### src/rtl/uart_prog_loader.sv
// UART (8N1) program loader: receives a SYNC/COUNT/(LO,HI)* frame and writes each
// instruction into the instruction RAM, holding the CPU in reset until the frame completes.
module uart_prog_loader #(
  parameter int          CLK_FREQ = 100000000,
  parameter int          BAUD     = 115200,
  parameter int          N        = 10,
  parameter int          ADDR_W   = 4,
  parameter logic [7:0]  SYNC     = 8'hA5
) (
  input  logic              clk,
  input  logic              reset,
  input  logic              rx,
  output logic              wr_en,
  output logic [ADDR_W-1:0] wr_addr,
  output logic [N-1:0]      wr_data,
  output logic              cpu_hold,
  output logic              busy,
  output logic              done,
  output logic              err
);

  localparam int CPB   = CLK_FREQ / BAUD;
  localparam int HALF  = CPB / 2;
  localparam int CNT_W = $clog2(CPB + 1);
  localparam int DEPTH = 2 ** ADDR_W;

  typedef enum logic [1:0] {RX_IDLE, RX_START, RX_DATA, RX_STOP} rx_state_t;
  typedef enum logic [2:0] {S_IDLE, S_COUNT, S_LO, S_HI, S_WRITE, S_DONE} state_t;

  logic             rx_meta_q, rx_sync_q, rx_prev_q;
  rx_state_t        rx_state_q, rx_state_d;
  logic [CNT_W-1:0] baud_cnt_q, baud_cnt_d;
  logic [2:0]       bit_idx_q, bit_idx_d;
  logic [7:0]       shift_q, shift_d;
  logic             byte_valid_q, byte_valid_d;
  logic             frame_err_q, frame_err_d;

  state_t           state_q, state_d;
  logic [8:0]       count_q, count_d;
  logic [7:0]       lo_q, lo_d;
  logic             wr_en_q, wr_en_d;
  logic [ADDR_W-1:0] wr_addr_q, wr_addr_d;
  logic [N-1:0]     wr_data_q, wr_data_d;
  logic             cpu_hold_q, cpu_hold_d;
  logic             busy_q, busy_d;
  logic             done_q, done_d;
  logic             err_q, err_d;
  logic             last_word;

  // Byte receiver: start bit re-checked at mid-bit, then every bit sampled at its centre.
  always_comb begin
    rx_state_d   = rx_state_q;
    baud_cnt_d   = baud_cnt_q;
    bit_idx_d    = bit_idx_q;
    shift_d      = shift_q;
    byte_valid_d = 1'b0;
    frame_err_d  = 1'b0;
    case (rx_state_q)
      RX_IDLE: begin
        if (rx_prev_q && !rx_sync_q) begin
          rx_state_d = RX_START;
          baud_cnt_d = '0;
        end
      end
      RX_START: begin
        if (baud_cnt_q == CNT_W'(HALF - 1)) begin
          baud_cnt_d = '0;
          bit_idx_d  = '0;
          rx_state_d = rx_sync_q ? RX_IDLE : RX_DATA;
        end else begin
          baud_cnt_d = baud_cnt_q + CNT_W'(1);
        end
      end
      RX_DATA: begin
        if (baud_cnt_q == CNT_W'(CPB - 1)) begin
          baud_cnt_d = '0;
          shift_d    = {rx_sync_q, shift_q[7:1]};
          bit_idx_d  = bit_idx_q + 3'd1;
          if (bit_idx_q == 3'd7) rx_state_d = RX_STOP;
        end else begin
          baud_cnt_d = baud_cnt_q + CNT_W'(1);
        end
      end
      RX_STOP: begin
        if (baud_cnt_q == CNT_W'(CPB - 1)) begin
          baud_cnt_d   = '0;
          rx_state_d   = RX_IDLE;
          byte_valid_d = rx_sync_q;
          frame_err_d  = !rx_sync_q;
        end else begin
          baud_cnt_d = baud_cnt_q + CNT_W'(1);
        end
      end
      default: rx_state_d = RX_IDLE;
    endcase
  end

  assign last_word = ((9'(wr_addr_q) + 9'd1) == count_q);

  // Frame FSM; a framing error past SYNC aborts the frame but keeps the CPU held.
  always_comb begin
    state_d    = state_q;
    count_d    = count_q;
    lo_d       = lo_q;
    wr_en_d    = 1'b0;
    wr_addr_d  = wr_addr_q;
    wr_data_d  = wr_data_q;
    cpu_hold_d = cpu_hold_q;
    busy_d     = busy_q;
    done_d     = 1'b0;
    err_d      = err_q;
    case (state_q)
      S_IDLE: begin
        if (byte_valid_q && shift_q == SYNC) begin
          state_d    = S_COUNT;
          cpu_hold_d = 1'b1;
          busy_d     = 1'b1;
          err_d      = 1'b0;
          wr_addr_d  = '0;
        end
      end
      S_COUNT, S_LO, S_HI: begin
        if (frame_err_q) begin
          err_d   = 1'b1;
          busy_d  = 1'b0;
          state_d = S_IDLE;
        end else if (byte_valid_q) begin
          if (state_q == S_COUNT) begin
            if (shift_q == 8'd0 || {1'b0, shift_q} > 9'(DEPTH)) begin
              err_d   = 1'b1;
              busy_d  = 1'b0;
              state_d = S_IDLE;
            end else begin
              count_d = {1'b0, shift_q};
              state_d = S_LO;
            end
          end else if (state_q == S_LO) begin
            lo_d    = shift_q;
            state_d = S_HI;
          end else begin
            wr_en_d   = 1'b1;
            wr_data_d = {shift_q[N-9:0], lo_q};
            state_d   = S_WRITE;
          end
        end
      end
      S_WRITE: begin
        if (last_word) begin
          state_d    = S_DONE;
          done_d     = 1'b1;
          busy_d     = 1'b0;
          cpu_hold_d = 1'b0;
        end else begin
          wr_addr_d = wr_addr_q + ADDR_W'(1);
          state_d   = S_LO;
        end
      end
      S_DONE:  state_d = S_IDLE;
      default: state_d = S_IDLE;
    endcase
  end

  always_ff @(posedge clk or posedge reset) begin
    if (reset) begin
      rx_meta_q    <= 1'b1;
      rx_sync_q    <= 1'b1;
      rx_prev_q    <= 1'b1;
      rx_state_q   <= RX_IDLE;
      baud_cnt_q   <= '0;
      bit_idx_q    <= '0;
      shift_q      <= '0;
      byte_valid_q <= 1'b0;
      frame_err_q  <= 1'b0;
      state_q      <= S_IDLE;
      count_q      <= '0;
      lo_q         <= '0;
      wr_en_q      <= 1'b0;
      wr_addr_q    <= '0;
      wr_data_q    <= '0;
      cpu_hold_q   <= 1'b1;
      busy_q       <= 1'b0;
      done_q       <= 1'b0;
      err_q        <= 1'b0;
    end else begin
      rx_meta_q    <= rx;
      rx_sync_q    <= rx_meta_q;
      rx_prev_q    <= rx_sync_q;
      rx_state_q   <= rx_state_d;
      baud_cnt_q   <= baud_cnt_d;
      bit_idx_q    <= bit_idx_d;
      shift_q      <= shift_d;
      byte_valid_q <= byte_valid_d;
      frame_err_q  <= frame_err_d;
      state_q      <= state_d;
      count_q      <= count_d;
      lo_q         <= lo_d;
      wr_en_q      <= wr_en_d;
      wr_addr_q    <= wr_addr_d;
      wr_data_q    <= wr_data_d;
      cpu_hold_q   <= cpu_hold_d;
      busy_q       <= busy_d;
      done_q       <= done_d;
      err_q        <= err_d;
    end
  end

  assign wr_en    = wr_en_q;
  assign wr_addr  = wr_addr_q;
  assign wr_data  = wr_data_q;
  assign cpu_hold = cpu_hold_q;
  assign busy     = busy_q;
  assign done     = done_q;
  assign err      = err_q;

endmodule

### config.mk
export PLATFORM = sky130hd
export DESIGN_NAME = uart_prog_loader
export DESIGN_NICKNAME = d
export VERILOG_FILES = /design/src/rtl/uart_prog_loader.sv
export SDC_FILE = /design/constraint.sdc
export NUM_CORES = 1
export LEC_CHECK = 0
export CAP_MARGIN = 10
export CORE_AREA = 8 8 106 118
export CTS_CLUSTER_SIZE = 25
export DETAILED_ROUTE_END_ITERATION = 6
export DIE_AREA = 0 0 114 126
export GPL_TIMING_DRIVEN = 0
export PLACE_DENSITY = 0.49
export SKIP_CTS_REPAIR_TIMING = 1
export SYNTH_ARGS = -nofsm -noshare
export SYNTH_HDL_FRONTEND = slang
export SYNTH_SLANG_ARGS = --single-unit
### constraint.sdc
create_clock -name clk -period 2.3 [get_ports clk]
set_input_delay 0.345 -clock clk [delete_from_list [all_inputs] [get_ports clk]]
set_output_delay 0.345 -clock clk [all_outputs]
set_load 0.05 [all_outputs]
==> run_results.csv <==
group,metric,value,unit
yosys,synth_fp_nets,274,
worst_hold_path,hold_path.class,"reg2reg",
detailed_routing,firstDrtPassIters,4,
grt,track_usage,9.208,%
die,core,10610,µm²
die,num_rows,40,
critical_path,path_max_fanout,8,
cells_and_area,multi_input_area,1371,µm²
job,maxCapViolCount,0,
critical_path,max_stage_delay,510,ps
power_and_ir_drop,powerDensity,831.1,nW/µm²
outcome,status,"finished clean",
sta,worst_slack,230.2,ps
sta,tightestPinTransition,836.3,ps
detailed_routing,wire_per_inst,13.83,µm
critical_path,worst_ep_required_time,2510,ps
sta,setup_viol,0,
clocking,cts_tree,"built",
die,die_area,14360,µm²
critical_path,r2r_cells,6,
clocking,cts_sinks,66,
critical_path,reg2reg_slack,230,ps
place,gp_congestion,0.7977,
yosys,yosysTopAreaCell,"dfrtp_1",
detailed_routing,wl,6222,µm
cells_and_area,stdcell_area,3835,µm²
power_and_ir_drop,p_leak,1.774,nW
clocking,root_buffer,"clkbuf_16",
cells_and_area,stdcell_count,450,
yosys,yosysWarnings,0,
sta,fin_skew,7.909,ps
detailed_routing,ant_nets,0,
cells_and_area,drive_gt1_share,17.49,%
yosys,synth_top_cell_area_share,50.18,%
critical_path,timing_worst_setup_path_type,"reg2reg",
worst_hold_path,hold_start,"rx_meta_q$_DFF_PP1_",
sta,final-hold-violation-count,0,
detailed_routing,vias_per_cell,4.813,
grt,grt_pass1_vias,2106,
critical_path,cp-end-kind,"register",
yosys,ys_seq_area_share,53.58,%
grt,antenna_found_initial,0,
critical_path,worstReg2RegEnd,"wr_addr[3]$_DFFE_PP0P_",
grt,grt_max_degree,67,
sta,tns,0,ps
place,numPortBuffers,21,
worst_hold_path,min_to,"rx_sync_q$_DFF_PP1_",
cells_and_area,finish.utilization,36.14,%
clocking,htreeDepth,3,
clocking,clock_latency,330,ps
critical_path,critPathSlowestCell,"or4_1",
detailed_routing,vias,2166,
yosys,synthCells,266,
power_and_ir_drop,vdd_drop_max,0.0004578,V
yosys,yosys_most_used_dff,"dfrtp_1",
die,io-pin-count,22,
critical_path,reg2reg_from,"state_q[0]$_DFFE_PP0P_",
sta,maxSlewHeadroom,44.24,%
sta,slew_viol_final,0,
place,placed_area,3488,µm²
yosys,async_flop_share,100.0,%
yosys,syn_area,3092,µm²
grt,grt_pass1_wl,10650,µm
sta,hold_ws,360.4,ps
cells_and_area,diodes,0,
worst_hold_path,whs_path_depth,0,
die,die_h,126,µm
clocking,clk_pin_slew,60,ps
cells_and_area,nFillCells,1090,
clocking,cts_max_path_buffers,2,
yosys,synth_seq_cells,66,
clocking,cts_inserted_buffers,9,
power_and_ir_drop,power.total,3.187,mW
cells_and_area,fin_nets,306,
yosys,yosys-top-cells-area,"dfrtp_1, mux2_2, mux2_1, dfstp_2, nand3_1",
grt,grt_overflow,0,
place,preCtsSetupSlack,170.7,ps
yosys,synth-edff-count,0,
yosys,syn_avg_cell_area,11.62,µm²
critical_path,cp.arrival,2280,ps
detailed_routing,drtIter0Drc,83,
cells_and_area,seq_area,1657,µm²
sta,min_period,2070,ps
critical_path,path_cells,"clkbuf_1 -> or4_1 -> nor3_2 -> nand2_1 -> a31oi_1 -> nand3_1",
place,hpwlAfterDp,4175,µm
place,dp_cells,434,
detailed_routing,drcViolationCount,0,
sta,fin_crit_sh,89.99,%
sta,timing.fmax,483.1,MHz
die,die_w,114,µm
critical_path,startpoint_type,"register",
sta,grt_setup_unrepaired,"false",
yosys,synth.distinct_cells,56,
cells_and_area,syn2layout_area_growth,24.04,%
die,start_util,29.14,%
registers in the layout, indices dropped and copies added, names as in the netlist, named ones only:
name	cells
count_q	8
done	1
bit_idx_q	3
frame_err_q	1
wr_data	10
rx_meta_q	1
wr_addr	4
shift_q	8
baud_cnt_q	10
byte_valid_q	1
err	1
busy	1
state_q	3
wr_en	1
lo_q	8
rx_state_q	1
rx_prev_q	1
cpu_hold	1
rx_sync_q	1
synthesized netlist by cell type (all sizes together), types with 4 or more instances:
cell and count:
dfstp 4, nor3 8, ha 5, nor2b 7, o21ai 13, a21oi 11, mux2 32, nand3 15
nor2 11, nor3b 4, a21o 9, nor4 4, inv 10, nand2 13, clkbuf 5, dfrtp 62
per-layer routing:
metal	up-vias	global-route usage (%)	part of all wire, %
met5	-	0	0
met4	0	3.294	1.2
met3	6	3.011	3.9
met2	26	14.91	50
met1	1100	11.13	45
li1	1034	-	-
power breakdown:
| group | switching (mW) | internal (mW) |
|---|---|---|
| Combinational | 0.237 | 0.143 |
| Clock | 0.529 | 0.991 |
| Sequential | 0.0689 | 1.22 |
| Total | 0.834 | 2.35 |
kinds of logic after synthesis:
family / synth area share [%]
xor gates and xnor gates: 1.700
and+or+nand+nor: 16.67
DFF: 53.58
adders and majority gates: 2.023
buffers and inverters: 2.469
muxes: 11.98
AOI/OAI and AO/OA: 11.57
critical path, delay by kind of cell (launching register included):
family,cells,cell delay [ps]
buf+inv,1,180
flops,1,360
simple gates,4,1190
compound gates,1,230
area by class of cell:
cell class | count | area share (%)
well taps | 147 | 4.796
repair buffers | 21 | 5.481
multi-input cells | 182 | 35.76
plain buffers | 8 | 1.011
clock buffers | 10 | 6.232
flip-flops and latches | 66 | 43.20
clock inverters | 6 | 2.480
inverters | 10 | 1.044
worst max path at each step:
| stage | startpoint | slack [ps] | depth (start not counted) | endpoint |
|---|---|---|---|---|
| finish | state_q[0]$_DFFE_PP0P_ | 230 | 6 | wr_addr[3]$_DFFE_PP0P_ |
| global route | state_q[0]$_DFFE_PP0P_ | 40 | 6 | wr_addr[3]$_DFFE_PP0P_ |
| global placement | reset | -980 | 2 | count_q[5]$_DFFE_PP0P_ |
| floorplan | wr_addr[0]$_DFFE_PP0P_ | 240 | 6 | state_q[2]$_DFFE_PP0P_ |
| detailed placement | baud_cnt_q[0]$_DFFE_PP0P_ | 170 | 6 | shift_q[0]$_DFFE_PP0P_ |
| CTS | baud_cnt_q[0]$_DFFE_PP0P_ | 150 | 6 | shift_q[2]$_DFFE_PP0P_ |
cell usage in the layout, fill, tap and decap left out, types with 10 or more instances in the layout:
master / n
nor2_1: 10
mux2_2: 22
nand3_1: 15
nand2_1: 13
mux2_1: 10
clkdlybuf4s50_1: 21
a21oi_1: 10
dfrtp_1: 62
Power figures use the tool's default switching activity.
